**src/rtl/frame_pkg.sv**
```systemverilog
// Shared types and CRC helper for the frame receive parser.
// crc16_word folds one 16-bit word MSB first, so it matches byte-wise CRC-16/XMODEM.
package frame_pkg;

   localparam int          WORD_W   = 16;
   localparam logic [15:0] CRC_POLY = 16'h1021;

   typedef enum logic [1:0] {
      HUNT = 2'd0,
      HDR2 = 2'd1,
      CHAN = 2'd2,
      BODY = 2'd3
   } state_e;

   function automatic logic [WORD_W-1:0] crc16_word(input logic [WORD_W-1:0] crc,
                                                    input logic [WORD_W-1:0] word);
      logic [WORD_W-1:0] c;
      c = crc;
      for (int i = WORD_W - 1; i >= 0; i--) begin
         if (c[WORD_W-1] ^ word[i]) begin
            c = {c[WORD_W-2:0], 1'b0} ^ CRC_POLY;
         end else begin
            c = {c[WORD_W-2:0], 1'b0};
         end
      end
      return c;
   endfunction

endpackage

```
**src/rtl/frame_rx_parser_if.sv**
```systemverilog
// Word stream in, parallel frame record out; master is the parser side.
interface frame_rx_parser_if #(
   parameter int MAX_WORDS = 8,
   parameter int NUM_CH    = 8
);
   import frame_pkg::*;

   localparam int LEN_W = $clog2(MAX_WORDS + 1);

   logic [WORD_W-1:0]           data_in;
   logic                        in_vld;
   logic [WORD_W*MAX_WORDS-1:0] out_data;
   logic [LEN_W-1:0]            out_len;
   logic [NUM_CH-1:0]           out_chan;
   logic                        out_vld;
   logic                        out_ready;
   logic                        crc_ok;
   logic                        crc_err;
   logic                        fmt_err;
   logic                        ovf;

   modport master (
      input  data_in, in_vld, out_ready,
      output out_data, out_len, out_chan, out_vld, crc_ok, crc_err, fmt_err, ovf
   );

   modport slave (
      output data_in, in_vld, out_ready,
      input  out_data, out_len, out_chan, out_vld, crc_ok, crc_err, fmt_err, ovf
   );

endinterface

```
**src/rtl/frame_payload_buf.sv**
```systemverilog
// Payload shift buffer: newest word enters at [15:0], older words move up.
// Cleared at frame start so words above the payload read as zero.
module frame_payload_buf
   import frame_pkg::*;
#(
   parameter int MAX_WORDS = 8
) (
   input  logic                        clk_i,
   input  logic                        rst_ni,
   input  logic                        clr_i,
   input  logic                        push_i,
   input  logic [WORD_W-1:0]           word_i,
   output logic [WORD_W*MAX_WORDS-1:0] data_o
);

   logic [WORD_W*MAX_WORDS-1:0] data_q;
   logic [WORD_W*MAX_WORDS-1:0] data_d;
   logic [WORD_W*MAX_WORDS-1:0] shifted_s;

   generate
      if (MAX_WORDS == 1) begin : g_single
         assign shifted_s = word_i;
      end else begin : g_multi
         assign shifted_s = {data_q[WORD_W*(MAX_WORDS-1)-1:0], word_i};
      end
   endgenerate

   always_comb begin
      data_d = data_q;
      if (clr_i) begin
         data_d = '0;
      end else if (push_i) begin
         data_d = shifted_s;
      end else begin
         data_d = data_q;
      end
   end

   always_ff @(posedge clk_i or negedge rst_ni) begin
      if (!rst_ni) begin
         data_q <= '0;
      end else begin
         data_q <= data_d;
      end
   end

   assign data_o = data_q;

endmodule

```
**src/rtl/frame_rx_parser.sv**
```systemverilog
// Frame receive parser: header hunt, one-hot channel, payload capture, CRC-16 check,
// trailer detection and a valid/ready record output with overflow reporting.
module frame_rx_parser
   import frame_pkg::*;
#(
   parameter int          MAX_WORDS = 8,
   parameter int          NUM_CH    = 8,
   parameter logic [31:0] HEADER    = 32'hE0E0E0E0,
   parameter logic [31:0] TRAILER   = 32'h0E0E0E0E
) (
   input  logic             clk_in,
   input  logic             rst_n,
   frame_rx_parser_if.master bus
);

   localparam int               LEN_W     = $clog2(MAX_WORDS + 1);
   localparam int               CNT_W     = $clog2(MAX_WORDS + 4);
   localparam logic [CNT_W-1:0] CNT_LIMIT = CNT_W'(MAX_WORDS + 2);

   state_e                      state_q;
   logic [WORD_W-1:0]           d1_q;
   logic [WORD_W-1:0]           d2_q;
   logic                        d1_vld_q;
   logic                        d2_vld_q;
   logic [CNT_W-1:0]            cnt_q;
   logic [CNT_W-1:0]            cnt_d;
   logic [WORD_W-1:0]           crc_q;
   logic [WORD_W-1:0]           crc_d;
   logic [NUM_CH-1:0]           chan_q;

   logic [WORD_W*MAX_WORDS-1:0] out_data_q;
   logic [LEN_W-1:0]            out_len_q;
   logic [NUM_CH-1:0]           out_chan_q;
   logic                        out_vld_q;
   logic                        crc_ok_q;
   logic                        crc_err_q;
   logic                        fmt_err_q;
   logic                        ovf_q;

   logic [WORD_W-1:0]           word_s;
   logic                        chan_ok_s;
   logic                        is_end_s;
   logic                        buf_clr_s;
   logic                        buf_push_s;
   logic [WORD_W*MAX_WORDS-1:0] buf_data_s;
   logic [LEN_W-1:0]            frame_len_s;

   assign word_s    = bus.data_in;
   assign chan_ok_s = $onehot(word_s[NUM_CH-1:0]) && ((word_s >> NUM_CH) == '0);
   assign is_end_s  = (state_q == BODY) && (word_s == TRAILER[15:0]) &&
                      d1_vld_q && (d1_q == TRAILER[31:16]);

   assign cnt_d       = cnt_q + CNT_W'(1);
   assign crc_d       = crc16_word(crc_q, d2_q);
   assign frame_len_s = LEN_W'(cnt_q - CNT_W'(2));

   // The word leaving the delay line is payload only if the frame has not ended here.
   assign buf_clr_s  = bus.in_vld && (state_q == CHAN) && chan_ok_s;
   assign buf_push_s = bus.in_vld && (state_q == BODY) && !is_end_s &&
                       (cnt_d <= CNT_LIMIT) && d2_vld_q;

   frame_payload_buf #(
      .MAX_WORDS(MAX_WORDS)
   ) u_buf (
      .clk_i (clk_in),
      .rst_ni(rst_n),
      .clr_i (buf_clr_s),
      .push_i(buf_push_s),
      .word_i(d2_q),
      .data_o(buf_data_s)
   );

   always_ff @(posedge clk_in or negedge rst_n) begin
      if (!rst_n) begin
         state_q    <= HUNT;
         d1_q       <= '0;
         d2_q       <= '0;
         d1_vld_q   <= 1'b0;
         d2_vld_q   <= 1'b0;
         cnt_q      <= '0;
         crc_q      <= '0;
         chan_q     <= '0;
         out_data_q <= '0;
         out_len_q  <= '0;
         out_chan_q <= '0;
         out_vld_q  <= 1'b0;
         crc_ok_q   <= 1'b0;
         crc_err_q  <= 1'b0;
         fmt_err_q  <= 1'b0;
         ovf_q      <= 1'b0;
      end else begin
         crc_ok_q  <= 1'b0;
         crc_err_q <= 1'b0;
         fmt_err_q <= 1'b0;
         ovf_q     <= 1'b0;
         if (out_vld_q && bus.out_ready) begin
            out_vld_q <= 1'b0;
         end
         if (bus.in_vld) begin
            case (state_q)
               HUNT: begin
                  if (word_s == HEADER[31:16]) begin
                     state_q <= HDR2;
                  end
               end
               HDR2: begin
                  if (word_s == HEADER[15:0]) begin
                     state_q <= CHAN;
                  end else if (word_s == HEADER[31:16]) begin
                     state_q <= HDR2;
                  end else begin
                     state_q <= HUNT;
                  end
               end
               CHAN: begin
                  if (chan_ok_s) begin
                     state_q  <= BODY;
                     chan_q   <= word_s[NUM_CH-1:0];
                     crc_q    <= '0;
                     cnt_q    <= '0;
                     d1_vld_q <= 1'b0;
                     d2_vld_q <= 1'b0;
                  end else begin
                     fmt_err_q <= 1'b1;
                     state_q   <= HUNT;
                  end
               end
               BODY: begin
                  if (is_end_s) begin
                     state_q <= HUNT;
                     if (cnt_q < CNT_W'(3)) begin
                        fmt_err_q <= 1'b1;
                     end else if (crc_q != d2_q) begin
                        crc_err_q <= 1'b1;
                     end else begin
                        crc_ok_q <= 1'b1;
                        // A record accepted this very cycle frees the slot for the new one.
                        if (!out_vld_q || bus.out_ready) begin
                           out_data_q <= buf_data_s;
                           out_len_q  <= frame_len_s;
                           out_chan_q <= chan_q;
                           out_vld_q  <= 1'b1;
                        end else begin
                           ovf_q <= 1'b1;
                        end
                     end
                  end else if (cnt_d > CNT_LIMIT) begin
                     fmt_err_q <= 1'b1;
                     state_q   <= HUNT;
                  end else begin
                     if (d2_vld_q) begin
                        crc_q <= crc_d;
                     end
                     d2_q     <= d1_q;
                     d2_vld_q <= d1_vld_q;
                     d1_q     <= word_s;
                     d1_vld_q <= 1'b1;
                     cnt_q    <= cnt_d;
                  end
               end
               default: begin
                  state_q <= HUNT;
               end
            endcase
         end
      end
   end

   assign bus.out_data = out_data_q;
   assign bus.out_len  = out_len_q;
   assign bus.out_chan = out_chan_q;
   assign bus.out_vld  = out_vld_q;
   assign bus.crc_ok   = crc_ok_q;
   assign bus.crc_err  = crc_err_q;
   assign bus.fmt_err  = fmt_err_q;
   assign bus.ovf      = ovf_q;

endmodule
```
**src/flat_wrapper.sv**
```systemverilog
// flat-port wrapper written by rule: the top's interface ports become plain ports
module frame_rx_parser_flat import frame_pkg::*;
#(
   parameter int          MAX_WORDS = 8,
   parameter int          NUM_CH    = 8,
   parameter logic [31:0] HEADER    = 32'hE0E0E0E0,
   parameter logic [31:0] TRAILER   = 32'h0E0E0E0E
)
  (clk_in, rst_n, bus_data_in, bus_in_vld, bus_out_ready, bus_out_data, bus_out_len, bus_out_chan, bus_out_vld, bus_crc_ok, bus_crc_err, bus_fmt_err, bus_ovf);
  frame_rx_parser_if #(.MAX_WORDS(MAX_WORDS), .NUM_CH(NUM_CH)) bus_i ();
  input  logic clk_in;
  input  logic rst_n;
  input wire logic [$bits(bus_i.data_in)-1:0] bus_data_in;
  input wire logic [$bits(bus_i.in_vld)-1:0] bus_in_vld;
  input wire logic [$bits(bus_i.out_ready)-1:0] bus_out_ready;
  output wire logic [$bits(bus_i.out_data)-1:0] bus_out_data;
  output wire logic [$bits(bus_i.out_len)-1:0] bus_out_len;
  output wire logic [$bits(bus_i.out_chan)-1:0] bus_out_chan;
  output wire logic [$bits(bus_i.out_vld)-1:0] bus_out_vld;
  output wire logic [$bits(bus_i.crc_ok)-1:0] bus_crc_ok;
  output wire logic [$bits(bus_i.crc_err)-1:0] bus_crc_err;
  output wire logic [$bits(bus_i.fmt_err)-1:0] bus_fmt_err;
  output wire logic [$bits(bus_i.ovf)-1:0] bus_ovf;
  assign bus_i.data_in = bus_data_in;
  assign bus_i.in_vld = bus_in_vld;
  assign bus_i.out_ready = bus_out_ready;
  assign bus_out_data = bus_i.out_data;
  assign bus_out_len = bus_i.out_len;
  assign bus_out_chan = bus_i.out_chan;
  assign bus_out_vld = bus_i.out_vld;
  assign bus_crc_ok = bus_i.crc_ok;
  assign bus_crc_err = bus_i.crc_err;
  assign bus_fmt_err = bus_i.fmt_err;
  assign bus_ovf = bus_i.ovf;
  frame_rx_parser #(.MAX_WORDS(MAX_WORDS), .NUM_CH(NUM_CH), .HEADER(HEADER), .TRAILER(TRAILER)) u_core (.clk_in(clk_in), .rst_n(rst_n), .bus(bus_i));
endmodule
```
**config.mk**
```make
export PLATFORM = sky130hd
export DESIGN_NAME = frame_rx_parser_flat
export DESIGN_NICKNAME = d
export VERILOG_FILES = /design/src/rtl/frame_pkg.sv /design/src/rtl/frame_rx_parser_if.sv /design/src/rtl/frame_payload_buf.sv /design/src/rtl/frame_rx_parser.sv /design/src/flat_wrapper.sv
export SDC_FILE = /design/constraint.sdc
export NUM_CORES = 1
export LEC_CHECK = 0
export BUFFER_PORTS_ARGS = -buffer_cell sky130_fd_sc_hd__buf_2
export CAP_MARGIN = 5
export CORE_MARGIN = 2
export CORE_UTILIZATION = 45
export CTS_BUF_LIST = sky130_fd_sc_hd__clkbuf_4 sky130_fd_sc_hd__clkbuf_8
export CTS_CLUSTER_SIZE = 10
export DETAILED_ROUTE_END_ITERATION = 8
export HOLD_SLACK_MARGIN = 0.02
export SYNTH_ARGS = -nofsm -noshare
export SYNTH_HDL_FRONTEND = slang
export SYNTH_HIERARCHICAL = 1
export SYNTH_SLANG_ARGS = --single-unit
export TNS_END_PERCENT = 5
```
**constraint.sdc**
```tcl
create_clock -name clk_in -period 7.85 [get_ports clk_in]
set_clock_uncertainty 0.2 [all_clocks]
set_input_delay 1.57 -clock clk_in [delete_from_list [all_inputs] [get_ports clk_in]]
set_output_delay 1.57 -clock clk_in [all_outputs]
set_load 0.1 [all_outputs]
```
==> qor.yml <==
slew_headroom: 0.293
synth.most_common_cell: "dfrtp_1"
synth_top_family_by_area: "multiplexers"
synth_seq_area_share: 0.570
maxCapViolations: 0
dr.pass1.iters: 5
syn_avg_cell_area_sq_um: 14.2
synth_seq_cells: 337
final_nets: 1247
cp-startpoint: "bus_data_in[0]"
cp.arrival_ns: 5.99
synth_xor_area_frac: 0.0341
synth_top_cell_by_area: "dfrtp_1"
post_synth_num_cell_types: 53
slew_violations: 0
grt_overflow: 0
port_buffers: 164
grt_pass1_vias: 8692
htreeDepth: 2
syn_area_sq_mm: 0.0148
post-cts-setup-buffers: 0
path_buf_inv: 4
grt_usage: 0.186
die-width_um: 185
worstReg2RegStart: "u_core/cnt_q[1]"
yosysWarnings: 6
via_per_inst: 5.00
clk_pin_slew_ns: 0.06
switching_power_uw: 734
drive_gt1_frac: 0.357
worstPathRequired_ns: 8.11
routed_wl_mm: 31.4
comb_power_share: 0.021
grt_max_degree: 117
crit_type: "in -> reg"
postCtsHoldBufs: 0
end_kind: "flop"
place_hpwl_mm: 20.5
antenna_found_initial: 0
cellLeakagePower_nw: 8.63
dieArea_sq_mm: 0.0343
rows: 66
synth_compound_area_frac: 0.0203
fin_util: 0.521
ys_async_sr_fraction: 1.00
netlist_top_cells_area: "dfrtp_1 (57%), mux2_4 (10%), mux2i_1 (8.9%), mux2_2 (5.1%), nor2_1 (3.4%)"
cts_buffers: 57
power.share.clock: 0.481
crit_path_top_delay_cell: "or4_1"
drc_errors: 0
clock_latency_ns: 0.57
chipHeight_um: 185
vias: 8488
intPower_mw: 2.75
worstPathMaxFanout: 16
fin_crit_sh: 0.729
cp-start-kind: "primary input"
critPathMaxStageDelay_ns: 0.79
setup_tns_ns: 0
fin_crit_ns: 5.72
cts-root-buf: "clkbuf_8"
status: "finished, final reports clean"
postCtsResizedCells: 0
wl_per_cell_um: 18.5
final_hold_viol_count: 0
sw_frac_of_total: 0.210
min_from: "u_core/bus.out_data[1]"
cts_sinks: 337
finalSetupViolations: 0
crit_chain: "buf_2 > inv_1 > fa_1 > fa_1 > fa_1 > inv_1 > ha_1 > inv_1 > fa_1 > a211o_1 > a2111oi_4 > nor3b_1 > or4_1 > a21o_1 > a21o_1"
p_per_area_mw_per_mm2: 206
grt_pass1_wl_mm: 50.1
areaGrowthSynthToFinish_pct: 14.3
pwr-share-seq: 0.498
yosys.area_share.simple: 0.0614
ys.flop_type: "dfrtp_1"
io_pins: 165
synth_cells: 1038
drt_iter0_markers: 509
synth-edff-count: 0
max-vdd-ir-drop_mv: 0.0943
holdCritPathClass: "reg -> reg"
tightest_slew_ns: 1.06
crit_path_frequent_cell: "fa_1"
place.gp.congestion: 0.849
cts_buffer_depth: 3
ys_top_cells_by_count: "dfrtp_1 (337), nor2_1 (135), mux2i_1 (131)"
diodes: 0
core_area_sq_mm: 0.0325
grt_setup_unrepaired: "false"
timing.fmax_mhz: 175
start_util: 0.456
cts_tree: "yes"
synth_top_area_frac: 0.570
synthesis.nets: 1071
muxShareOfSynthArea: 0.250
synthAdderAreaFrac: 0.0130
critPathTopFamily: "adder cells"
antenna_left: 0
worst paths after layout:
check | endpoint | slack [ns] | depth (start not counted)
setup / recovery | u_core/crc_q[15] | 2.13 | 15
hold / removal | u_core/bus.out_data[1] | 0.28 | 1
setup reg to reg | u_core/u_buf/data_o[75] | 3.50 | 10
hold reg to reg | u_core/bus.out_data[1] | 0.28 | 1
max in group asynchronous | u_core/bus.out_data[33] | 5.17 | 2
min in group asynchronous | u_core/bus.out_data[117] | 0.85 | 1
per-layer routing:
layer	wire length (um)	global-route usage
met1	14200	0.252
met5	0	0
met4	505	0.0489
met2	15400	0.310
met3	1240	0.0338
state kept, by name, summed over array words and instances (netlist names), 8 cells and up:
name / count
u_core/bus.out_chan: 8
u_core/bus.out_data: 128
u_core/chan_q: 8
u_core/crc_q: 16
u_core/d1_q: 16
u_core/d2_q: 16
u_core/u_buf/data_o: 128
cells in the final DEF (no fill, tap or decap), drive strengths merged, types with 7 or more instances in the layout:
master and n:
a21oi 10, buf 172, clkbuf 98, dfrtp 337, ha 9, inv 26
mux2 179, mux2i 131, nand2 21, nand4 7, nor2 135, o21ai 13
xnor2 36, xor2 11
per-stage QoR:
| stage | instance area (sq um) | setup slack (ns) | total power [mW] | hold WS (ns) | instances |
|---|---|---|---|---|---|
| floorplan | 14800 | 2.14 | 1.79 | 0.250 | 1038 |
| global placement | 15600 | 1.64 | 1.84 | 0.267 | 1597 |
| detailed placement | 15600 | 1.54 | 1.85 | 0.274 | 1597 |
| CTS | 16900 | 2.17 | 3.55 | 0.287 | 1699 |
| global route | 16900 | 1.92 | 3.64 | 0.300 | 1699 |
| finish | 16900 | 2.13 | 3.49 | 0.280 | 1699 |
logic make-up (layout without fill, tap and decap cells):
family | count (synthesis) | in the layout
buffers and inverters | 81 | 300
flip-flops | 337 | 337
adder cells (fa/ha/maj) | 13 | 13
AO/OA/AOI/OAI | 44 | 44
XOR/XNOR | 51 | 51
multiplexers | 310 | 310
AND/OR/NAND/NOR | 202 | 202
power by group through the flow:
stage	combinational [mW]	sequential, mW	clock [mW]
detailed placement	0.0773	1.77	0
global placement	0.0752	1.77	0
finish	0.0737	1.74	1.68
global route	0.0871	1.74	1.81
floorplan	0.0230	1.77	0
CTS	0.0773	1.74	1.73
cell type report:
type                    instances  area [sq um]
inverters                      26           103
fillers                      2835         15600
multi-input cells             620          5620
well taps                     442           553
clock inverters                 4          47.5
clock buffers                  98          1220
flip-flops and latches        337          8430
repair buffers                172           928
Note: power is estimated with default switching activity, not from simulation.
